$ cat src/rtl/fifo_cdc_pkg.sv
// Shared definitions for the dual-clock FIFO pointer stages.
// Pointers are converted between binary and Gray code here.
package fifo_cdc_pkg;

    localparam int ADDR_W_DEF = 4;
    localparam int FN_W       = 32;

    function automatic logic [FN_W-1:0] bin2gray(input logic [FN_W-1:0] b);
        return b ^ (b >> 1);
    endfunction

    function automatic logic [FN_W-1:0] gray2bin(input logic [FN_W-1:0] g);
        logic [FN_W-1:0] b;
        b          = '0;
        b[FN_W-1]  = g[FN_W-1];
        for (int i = FN_W - 2; i >= 0; i--) begin
            b[i] = b[i+1] ^ g[i];
        end
        return b;
    endfunction

endpackage

$ cat src/rtl/fifo_wptr_full_if.sv
// Write-side bus of the FIFO: producer handshake, synchronized read pointer,
// RAM write port and write-domain status.
interface fifo_wptr_full_if import fifo_cdc_pkg::*; #(
    parameter int ADDR_W = ADDR_W_DEF
);
    logic              winc;
    logic [ADDR_W:0]   rq2_rptr;
    logic              ovf_clr;
    logic              wen;
    logic [ADDR_W-1:0] waddr;
    logic [ADDR_W:0]   wptr;
    logic              wfull;
    logic              wafull;
    logic [ADDR_W:0]   wcount;
    logic              wovf;

    modport master (
        output winc, rq2_rptr, ovf_clr,
        input  wen, waddr, wptr, wfull, wafull, wcount, wovf
    );

    modport slave (
        input  winc, rq2_rptr, ovf_clr,
        output wen, waddr, wptr, wfull, wafull, wcount, wovf
    );
endinterface

$ cat src/rtl/fifo_gray_cnt.sv
// Registered binary + Gray pointer counter with increment enable.
// Shared by the write-full and read-empty pointer stages.
module fifo_gray_cnt import fifo_cdc_pkg::*; #(
    parameter int W = 5
) (
    input  logic         clk,
    input  logic         rst,
    input  logic         inc,
    output logic [W-1:0] bin,
    output logic [W-1:0] gray,
    output logic [W-1:0] bin_next,
    output logic [W-1:0] gray_next
);

    // NOTE: every output of always_comb is assigned on every pass, so no latch is inferred.
    always_comb begin
        bin_next  = bin + W'(inc);
        gray_next = W'(bin2gray(FN_W'(bin_next)));
    end

    // NOTE: non-blocking assignments so each flop samples pre-edge values.
    always_ff @(posedge clk or negedge rst) begin
        if (!rst) begin
            bin  <= '0;
            gray <= '0;
        end else begin
            bin  <= bin_next;
            gray <= gray_next;
        end
    end

endmodule

$ cat src/rtl/fifo_wptr_full.sv
// Write-domain pointer and full/almost-full/count/overflow status of the
// dual-clock FIFO, computed against the synchronized Gray read pointer.
module fifo_wptr_full import fifo_cdc_pkg::*; #(
    parameter int ADDR_W   = ADDR_W_DEF,
    parameter int AFULL_TH = 2
) (
    input  logic             clk,
    input  logic             rst,
    fifo_wptr_full_if.slave  bus
);

    localparam int PTR_W = ADDR_W + 1;
    localparam int DEPTH = 2 ** ADDR_W;
    localparam logic [PTR_W-1:0] AFULL_LVL = PTR_W'(DEPTH - AFULL_TH);

    logic             wen;
    logic [PTR_W-1:0] wbin, wgray, wbin_n, wgray_n;
    logic [PTR_W-1:0] rbin_s, full_cmp, wcount_n;
    logic [PTR_W-1:0] wcount_q;
    logic             wfull_q, wafull_q, wovf_q;
    logic             unused_wbin_msb;

    assign wen = bus.winc & ~wfull_q;

    fifo_gray_cnt #(.W(PTR_W)) u_wcnt (
        .clk       (clk),
        .rst       (rst),
        .inc       (wen),
        .bin       (wbin),
        .gray      (wgray),
        .bin_next  (wbin_n),
        .gray_next (wgray_n)
    );

    // Full when the next write pointer has lapped the read pointer once:
    // in Gray code that is the top two bits inverted, the rest equal.
    always_comb begin
        full_cmp = {~bus.rq2_rptr[ADDR_W:ADDR_W-1], bus.rq2_rptr[ADDR_W-2:0]};
        rbin_s   = PTR_W'(gray2bin(FN_W'(bus.rq2_rptr)));
        wcount_n = wbin_n - rbin_s;
    end

    always_ff @(posedge clk or negedge rst) begin
        if (!rst) begin
            wfull_q  <= 1'b0;
            wafull_q <= 1'b0;
            wcount_q <= '0;
            wovf_q   <= 1'b0;
        end else begin
            wfull_q  <= (wgray_n == full_cmp);
            wafull_q <= (wcount_n >= AFULL_LVL);
            wcount_q <= wcount_n;
            if (bus.winc && wfull_q) begin
                wovf_q <= 1'b1;
            end else if (bus.ovf_clr) begin
                wovf_q <= 1'b0;
            end
        end
    end

    assign unused_wbin_msb = wbin[ADDR_W];

    assign bus.wen    = wen;
    assign bus.waddr  = wbin[ADDR_W-1:0];
    assign bus.wptr   = wgray;
    assign bus.wfull  = wfull_q;
    assign bus.wafull = wafull_q;
    assign bus.wcount = wcount_q;
    assign bus.wovf   = wovf_q;

endmodule

$ cat src/flat_wrapper.sv
// flat-port wrapper written by rule: the top's interface ports become plain ports
module fifo_wptr_full_flat import fifo_cdc_pkg::*;
#(
    parameter int ADDR_W   = ADDR_W_DEF,
    parameter int AFULL_TH = 2
)
  (clk, rst, bus_winc, bus_rq2_rptr, bus_ovf_clr, bus_wen, bus_waddr, bus_wptr, bus_wfull, bus_wafull, bus_wcount, bus_wovf);
  fifo_wptr_full_if #(.ADDR_W(ADDR_W)) bus_i ();
  input  logic clk;
  input  logic rst;
  input wire logic [$bits(bus_i.winc)-1:0] bus_winc;
  input wire logic [$bits(bus_i.rq2_rptr)-1:0] bus_rq2_rptr;
  input wire logic [$bits(bus_i.ovf_clr)-1:0] bus_ovf_clr;
  output wire logic [$bits(bus_i.wen)-1:0] bus_wen;
  output wire logic [$bits(bus_i.waddr)-1:0] bus_waddr;
  output wire logic [$bits(bus_i.wptr)-1:0] bus_wptr;
  output wire logic [$bits(bus_i.wfull)-1:0] bus_wfull;
  output wire logic [$bits(bus_i.wafull)-1:0] bus_wafull;
  output wire logic [$bits(bus_i.wcount)-1:0] bus_wcount;
  output wire logic [$bits(bus_i.wovf)-1:0] bus_wovf;
  assign bus_i.winc = bus_winc;
  assign bus_i.rq2_rptr = bus_rq2_rptr;
  assign bus_i.ovf_clr = bus_ovf_clr;
  assign bus_wen = bus_i.wen;
  assign bus_waddr = bus_i.waddr;
  assign bus_wptr = bus_i.wptr;
  assign bus_wfull = bus_i.wfull;
  assign bus_wafull = bus_i.wafull;
  assign bus_wcount = bus_i.wcount;
  assign bus_wovf = bus_i.wovf;
  fifo_wptr_full #(.ADDR_W(ADDR_W), .AFULL_TH(AFULL_TH)) u_core (.clk(clk), .rst(rst), .bus(bus_i));
endmodule
$ cat config.mk
export PLATFORM = sky130hd
export DESIGN_NAME = fifo_wptr_full_flat
export DESIGN_NICKNAME = d
export VERILOG_FILES = /design/src/rtl/fifo_cdc_pkg.sv /design/src/rtl/fifo_wptr_full_if.sv /design/src/rtl/fifo_gray_cnt.sv /design/src/rtl/fifo_wptr_full.sv /design/src/flat_wrapper.sv
export SDC_FILE = /design/constraint.sdc
export NUM_CORES = 1
export LEC_CHECK = 0
export ABC_CLOCK_PERIOD_IN_PS = 2900
export BUFFER_PORTS_ARGS = -buffer_cell sky130_fd_sc_hd__buf_2
export CAP_MARGIN = 20
export CORE_UTILIZATION = 40
export CTS_CLUSTER_DIAMETER = 200
export CTS_CLUSTER_SIZE = 12
export DETAILED_ROUTE_END_ITERATION = 10
export PLACE_DENSITY_LB_ADDON = 0.2
export SLEW_MARGIN = 20
export SYNTH_ARGS = -nofsm -noshare
export SYNTH_HDL_FRONTEND = slang
export SYNTH_SLANG_ARGS = --single-unit
$ cat constraint.sdc
create_clock -name clk -period 2.9 [get_ports clk]
set_input_delay 0.58 -clock clk [delete_from_list [all_inputs] [get_ports clk]]
set_output_delay 0.58 -clock clk [all_outputs]
set_load 0.01 [all_outputs]
## Yosys cells after proc, flatten, opt, wreduce, memory -nomap -nowiden

Index checks and enable logic that the tools add are counted.

- Register bits after elaboration: 18
- Bits in latches: 0
- Memories: 0
- Output and inout port bits: 18
- ROM bits: 0
- Input bits: 9
- Memory bits (writable): 0
- Logic and storage cells: 22

- Bitwise operators: 8
- Shift-type cells: 0
- Muxes and demuxes: 2
- Reduce and logical (&&, ||, !) cells: 2
- Multipliers: 0
- Div/mod/pow operators: 0
- Add/sub/neg operators: 2
- Eq/ne operators: 1
- Magnitude comparators: 1

Operators with widths:

| operator | number |
|---|---|
| 5-bit by 1-bit adder with 5-bit output | 1 |
| 5-bit equality test | 1 |
| 5-bit by 4-bit greater-or-equal comparator with 1-bit output, second input constant | 1 |
| 5-bit subtractor | 1 |
| 5-bit by 4-bit bitwise XOR with 5-bit output | 1 |
| 1-bit bitwise XOR | 4 |
| 1-bit two-way mux | 2 |
| 2-bit NOT | 1 |
| 2-bit nonzero test | 1 |
| 1-bit bitwise AND | 1 |
| 1-bit logical AND | 1 |
| 1-bit NOT | 1 |

## Longest topological paths before layout

Gate-level depths: netlist (run 1).

- Depth after elaboration: 6
- Gate-level depth with buffers: 10
- Mapped depth without buffers: 10

## Hierarchy

From an unflattened synthesis (run 1), not the netlist that was laid out.

- Cells, all modules: 73
- Area total of the unflattened synthesis: 879.6 µm²

By module, submodules not included:

| module | cells an instance | times used | seq. area each (µm²) | area an instance (µm²) |
|---|---|---|---|---|
| fifo_wptr_full | 45 | 1 | 200.2 | 495.5 |
| fifo_gray_cnt | 28 | 1 | 225.2 | 384.1 |

## Worst setup path after synthesis (run 1)

Ideal clock, no wire load.

- Kind: input-to-reg
- Start point: input port bus_winc
- End point: register u_core.wafull_q, in the netlist u_core.bus.wafull
- Arrival time: 2.522 ns
- Library setup time: 0.141 ns
- Path buffers: 0
- Setup slack: 0.238 ns
- Stages: 9
- Data required time: 2.759 ns
- Cells stage by stage: nor2b_1 > ha_1 > xnor2_1 > inv_1 > ha_1 > nor2b_1 > o21ai_0 > nor3b_1 > o311ai_1

- Cells in the longest elaborated chain, start to end: 4

Ends and longest elaborated chain:

| item | line | RTL |
|---|---|---|
| from (decl) | flat_wrapper.sv:11 | `input wire logic [$bits(bus_i.winc)-1:0] bus_winc;` |
| 1-bit bitwise AND | fifo_wptr_full.sv:23 | `assign wen = bus.winc & ~wfull_q;` |
| 5-bit by 1-bit adder with 5-bit output | fifo_gray_cnt.sv:17 | `bin_next = bin + W'(inc);` |
| via u_core.u_wcnt.bin_next[1] | fifo_gray_cnt.sv:11 | `output logic [W-1:0] bin_next,` |
| 5-bit subtractor | fifo_wptr_full.sv:40 | `wcount_n = wbin_n - rbin_s;` |
| 5-bit by 4-bit greater-or-equal comparator with 1-bit output | fifo_wptr_full.sv:51 | `wafull_q <= (wcount_n >= AFULL_LVL);` |
| to (signal assigned) | fifo_wptr_full.sv:51 |  |
| to (decl) | fifo_wptr_full.sv:20 | `logic wfull_q, wafull_q, wovf_q;` |

The timed path passes the listed nets, and every way through them passes these cells.
A chain may end at the register's enable or synchronous reset.

## Worst setup path in the final report (run 1)

- Start point: register u_core.wfull_q, in the netlist u_core.bus.wfull
- End point: register u_core.wafull_q, in the netlist u_core.bus.wafull

- Cells in the longest elaborated chain, start to end: 5

Ends and longest elaborated chain:

| item | line | RTL |
|---|---|---|
| from (decl) | fifo_wptr_full.sv:20 |  |
| from (signal assigned) | fifo_wptr_full.sv:50 | `wfull_q <= (wgray_n == full_cmp);` |
| 1-bit NOT | fifo_wptr_full.sv:23 |  |
| 1-bit bitwise AND | fifo_wptr_full.sv:23 |  |
| 5-bit by 1-bit adder with 5-bit output | fifo_gray_cnt.sv:17 |  |
| via u_core.u_wcnt.bin_next[1] | fifo_gray_cnt.sv:11 |  |
| 5-bit subtractor | fifo_wptr_full.sv:40 |  |
| 5-bit by 4-bit greater-or-equal comparator with 1-bit output | fifo_wptr_full.sv:51 |  |

The timed path passes the listed nets, and every way through them passes these cells.

==> impl_metrics.tcl, run 1 <==
set metrics [dict create \
    place.gp.congestion 0.8020 \
    hold_violations 0 \
    core-area_um2 2255 \
    fin_tns_setup_ns 0 \
    design.die.area_um2 2651 \
    wl_mm 1.621 \
    setup_viol 0 \
    start_kind "flop" \
    hp-class "in -> async" \
    power_mw 1.566 \
    die_h_um 51.49 \
    pwr-share-clk_pct 7.8 \
    drv_slew 0 \
    synth_warnings 0 \
    grt_pass1_wl_mm 2.608 \
    rsz0062_at_grt "no" \
    synth-xor-area-share_pct 24.39 \
    critPathMaxStageDelay_ns 0.40 \
    cts_made_buffers 3 \
    syn_area_um2 979.7 \
    p_seq_share_pct 29.3 \
    ys_top_cells_by_area "dfrtp_1 (43%), xnor2_1 (15%), ha_1 (7.7%)" \
    synth_cells 85 \
    grt_pass1_vias 606 \
    drv_cap 0 \
    power_frac_comb_pct 62.9 \
    overflow 0 \
    diodes 0 \
    drive_above_1_share_pct 32.48 \
    post_drt_wl_per_cell_um 11.18 \
    dpl.hpwl_mm 1.333 \
    post_cts_buffers 0 \
    muxShareOfSynthArea_pct 0 \
    synth-simple-area-share_pct 10.34 \
    cts_hold_buf 0 \
    worst-path-buf-inv 1 \
    r2r_end "u_core.bus.wafull" \
    syn_nets 101 \
    grt_antenna_before_repair 0 \
    tightest_slew_ns 0.3616 \
    io-pin-count 27 \
    drt_iter0_markers 2 \
    h-tree-depth 1 \
    swShare_pct 41.48 \
    cp_top_family "simple AND/OR/NAND/NOR gates" \
    end_kind "flop" \
    num-nets-final 134 \
    max-slew-margin-rel_pct 75.89 \
    r2r_start "u_core.bus.wfull" \
    finalCriticalPeriod_ns 2.490 \
    reg2reg_slack_ns 0.41 \
    num_vias 653 \
    port_buffers 26 \
    post-place-cells 141 \
    clockBufferDepth 2 \
    crit_arrival_ns 2.65 \
    cts_tree "yes" \
    synth_cell_type_count 27 \
    clk_pin_slew_ns 0.09 \
    avgSynthCellArea_um2 11.53 \
    synth_largest_area_cell "dfrtp_1" \
    cts.sinks 17 \
    yosys.area_share.adder_pct 9.706 \
    synth_top_family_by_area "XOR/XNOR gates" \
    p_leak_nw 0.5713 \
    worst-setup-path-type "reg -> reg" \
    ys_seq_elements 17 \
    cts_root_buf "clkbuf_4" \
    synth-compound-area-share_pct 7.663 \
    area_growth_pct 21.58 \
    cts_resized 0 \
    p_per_area_nw_per_um2 1315 \
    holdWs_ns 0.1900 \
    ys_seq_area_share_pct 43.42 \
    viasPerCell 4.503 \
    start_util_pct 43.45 \
    first_pass_iters 4 \
    reg2regPathDepth 9 \
    peakVddDrop_v 0.0006515 \
    path_max_fanout 6 \
    p_sw_mw 0.6496 \
    fillCellCount 216 \
    stdcell_count 145 \
    die_w_um 51.49 \
    crit_chain "nor2b_1, ha_1, xnor2_1, inv_1, ha_1, nor2b_1, o21ai_0, nor3b_1, o311ai_1" \
    skew_ns 0.004123 \
    outcome "finished, final reports clean" \
    cp.depth 9 \
    track_usage_pct 14.20 \
    final_common_cell "buf_2" \
    worstPathRequired_ns 3.06 \
    drtAntennaViolNets 0 \
    synth_top_area_share_pct 43.42 \
    drc 0 \
    final_cell_mix "buf_2 (26), xnor2_1 (17), dfrtp_1 (17), inv_1 (9), ha_1 (6)" \
    clk_latency_ns 0.29 \
    critPathSlowestCell "dfrtp_1" \
    min_period_over_period_pct 85.86 \
    p_int_mw 0.9163 \
    fmax_ghz 0.4016 \
    rows 17 \
    grt_max_degree 18 \
]
==> how the worst max path moves through the flow <==
stage                      from                end  slack (ns)
6_report       u_core.bus.wfull  u_core.bus.wafull        0.41
5_1_grt        u_core.bus.wfull  u_core.bus.wafull        0.18
4_1_cts        u_core.bus.wfull  u_core.bus.wafull        0.38
3_5_place_dp    bus_rq2_rptr[4]  u_core.bus.wafull        0.11
3_3_place_gp    bus_rq2_rptr[4]  u_core.bus.wafull        0.15
2_1_floorplan          bus_winc  u_core.bus.wafull        0.24
==> flip-flops by register name, indices dropped and copies added, names as in the netlist <==
register / count
u_core.u_wcnt.gray: 4
u_core.bus.wovf: 1
u_core.u_wcnt.bin: 5
u_core.bus.wfull: 1
u_core.bus.wcount: 5
u_core.bus.wafull: 1
==> cells in the mapped netlist <==
cell / n
a21boi_0: 2
nor3b_1: 1
xor3_1: 1
xnor2_2: 1
a2bb2oi_1: 1
o211ai_1: 1
nand2_1: 5
and4b_1: 1
inv_1: 9
fa_1: 1
nor4_2: 1
nand2b_1: 2
buf_2: 2
nand3_1: 1
nand4_1: 1
dfrtp_1: 17
o311ai_1: 1
a21oi_1: 1
xor2_2: 2
nor2b_1: 3
o21ai_0: 3
ha_1: 6
nor2_1: 1
xnor2_1: 17
a311oi_2: 1
xor2_1: 2
or3_1: 1
==> cell families after synthesis <==
| group | after synthesis |
|---|---|
| adders and majority gates | 7 |
| AOI/OAI and AO/OA | 10 |
| buffers and inverters | 11 |
| and+or+nand+nor | 17 |
| xor gates and xnor gates | 23 |
| DFF | 17 |
==> cell type report <==
class                           instances  area (µm²)  area share (%)
Clock buffer                            4       26.28           2.206
Timing Repair Buffer                   30       160.2           13.45
Multi-Input combinational cell         57       510.5           42.86
Sequential cell                        17       425.4           35.71
Inverter                                9       33.78           2.836
Tap cell                               28       35.03           2.941
==> worst register-to-register path, delay by kind of cell, from the launching register on <==
kind            cells  cell delay (ns)
buf+inv             1             0.12
compound gates      2             0.32
fa+ha+maj           2             0.66
xor+xnor            1             0.17
flops               1             0.40
simple gates        3             0.70
==> power by group through the flow <==
stage | sequential (mW) | combinational (mW) | clock (mW)
final | 0.458 | 0.985 | 0.122
after global routing | 0.473 | 1.10 | 0.142
after floorplan | 0.495 | 0.678 | 0
after global placement | 0.460 | 0.998 | 0
after detailed placement | 0.464 | 1.00 | 0
after CTS | 0.460 | 1.01 | 0.127
==> per-layer routing <==
metal,wire (µm),global-route usage [%],up-vias
li1,-,-,342
met1,822,18.08,285
met2,657,20.78,21
met3,97,3.801,5
met4,42,9.910,0
met5,0,0,-
==> through the flow <==
step           utilization, %  worst slack [ns]  area (µm²)
2_1_floorplan               -            0.2375       979.7
3_3_place_gp            51.66            0.1463        1165
3_5_place_dp            51.66            0.1103        1165
4_1_cts                 52.83            0.3813        1191
5_1_grt                 52.83            0.1842        1191
6_report                52.83            0.4101        1191
Power figures use the tool's default switching activity.
==> inputs of run 2 (changes only) <==
CORE_MARGIN = 1.5   (was unset)
==> impl_metrics.tcl, run 2 (synthesized netlist as in run 1, its figures left out) <==
set metrics [dict create \
    outcome "finished, final reports clean" \
    worst-path-buf-inv 1 \
    cts_resized 0 \
    die_h_um 52.49 \
    final_common_cell "buf_2" \
    drtAntennaViolNets 0 \
    path_max_fanout 6 \
    p_leak_nw 0.5703 \
    fmax_ghz 0.3952 \
    max-slew-margin-rel_pct 75.12 \
    cts.sinks 17 \
    crit_arrival_ns 2.70 \
    critPathSlowestCell "dfrtp_1" \
    clk_pin_slew_ns 0.11 \
    cts_hold_buf 0 \
    area_growth_pct 21.97 \
    tightest_slew_ns 0.3733 \
    grt_max_degree 18 \
    grt_pass1_wl_mm 2.704 \
    port_buffers 26 \
    start_util_pct 43.45 \
    critPathMaxStageDelay_ns 0.40 \
    min_period_over_period_pct 87.25 \
    timing.final.ws_setup_ns 0.3698 \
    start_kind "flop" \
    place.gp.congestion 0.7760 \
    cts_made_buffers 3 \
    worst-setup-path-type "reg -> reg" \
    worstPathRequired_ns 3.07 \
    post_cts_buffers 0 \
    cts_tree "yes" \
    h-tree-depth 1 \
    peakVddDrop_v 0.0006352 \
    fin_tns_setup_ns 0 \
    first_pass_iters 2 \
    final_cell_mix "buf_2 (26), xnor2_1 (17), dfrtp_1 (17), inv_1 (9), ha_1 (6)" \
    rows 17 \
    drt_iter0_markers 1 \
    core-area_um2 2255 \
    drc 0 \
    hold_violations 0 \
    utilization_pct 53.00 \
    crit_chain "nor2b_1, ha_1, xnor2_1, inv_1, ha_1, nor2b_1, o21ai_0, nor3b_1, o311ai_1" \
    track_usage_pct 13.76 \
    grt_antenna_before_repair 0 \
    setup_viol 0 \
    skew_ns 0.006176 \
    pre_cts_slack_ns 0.06160 \
    rsz0062_at_grt "no" \
    overflow 0 \
    io-pin-count 27 \
    dpl.hpwl_mm 1.384 \
    num-nets-final 134 \
    post_drt_wl_per_cell_um 11.80 \
    viasPerCell 4.634 \
    clk_latency_ns 0.29 \
    cts_root_buf "clkbuf_4" \
    num_vias 672 \
    die_w_um 52.49 \
    grt_pass1_vias 626 \
    p_per_area_nw_per_um2 1331 \
    diodes 0 \
    drv_slew 0 \
    drive_above_1_share_pct 33.33 \
    finalCriticalPeriod_ns 2.530 \
    end_kind "flop" \
    hp-class "in -> async" \
    clockBufferDepth 2 \
    design.die.area_um2 2755 \
    cp_top_family "simple AND/OR/NAND/NOR gates" \
    drv_cap 0 \
    wl_mm 1.711 \
]
run 2: changes by cell type in the layout (fill, tap and decap cells not counted), sizes merged:
cell | previous run | this run
clkinvlp | 0 | 1
clkbuf | 4 | 3
run 2: worst paths after layout:
kind,startpoint,cells past startpoint,endpoint,slack (ns)
hold / removal,rst,1,u_core.bus.wcount[1],0.19
setup / recovery,u_core.bus.wfull,9,u_core.bus.wafull,0.37
hold reg to reg,u_core.bus.wfull,2,u_core.bus.wovf,0.52
max in group asynchronous,rst,1,u_core.bus.wovf,2.44
setup reg to reg,u_core.bus.wfull,9,u_core.bus.wafull,0.37
min in group clk,bus_ovf_clr,2,u_core.bus.wovf,0.47
run 2: worst register-to-register path, stage by stage (launching register included):
cell and delay, ns:
dfrtp_1 0.40, nor2b_1 0.27, ha_1 0.36, xnor2_1 0.17, inv_1 0.13, ha_1 0.30
nor2b_1 0.12, o21ai_0 0.21, nor3b_1 0.32, o311ai_1 0.14
run 2: through the flow:
step / instances / hold slack, ns / power, mW / instance area, µm²
after floorplan: 85 / 0.2844 / 1.174 / 979.7
after global placement: 141 / 0.4930 / 1.458 / 1165
after detailed placement: 141 / 0.5057 / 1.477 / 1165
after CTS: 145 / 0.1886 / 1.618 / 1195
after global routing: 145 / 0.2020 / 1.749 / 1195
final: 145 / 0.1852 / 1.591 / 1195
run 2: final cells by class:
| cell class | count | area, µm² |
|---|---|---|
| multi-input cells | 57 | 510.5 |
| repair buffers | 30 | 160.2 |
| fillers | 214 | 1060 |
| clock inverters | 1 | 7.507 |
| well taps | 28 | 35.03 |
| clock buffers | 3 | 22.52 |
| flip-flops and latches | 17 | 425.4 |
| inverters | 9 | 33.78 |
run 2: metal layers:
metal	global-route usage [%]	routed length, µm
met1	18.15	862
met2	21.67	736
met3	3.429	89
met4	5.128	22
met5	0	0
run 2: power breakdown:
group | switching (mW) | internal, mW
clock network | 0.0775 | 0.0524
logic | 0.507 | 0.495
registers | 0.0908 | 0.368
total | 0.675 | 0.916
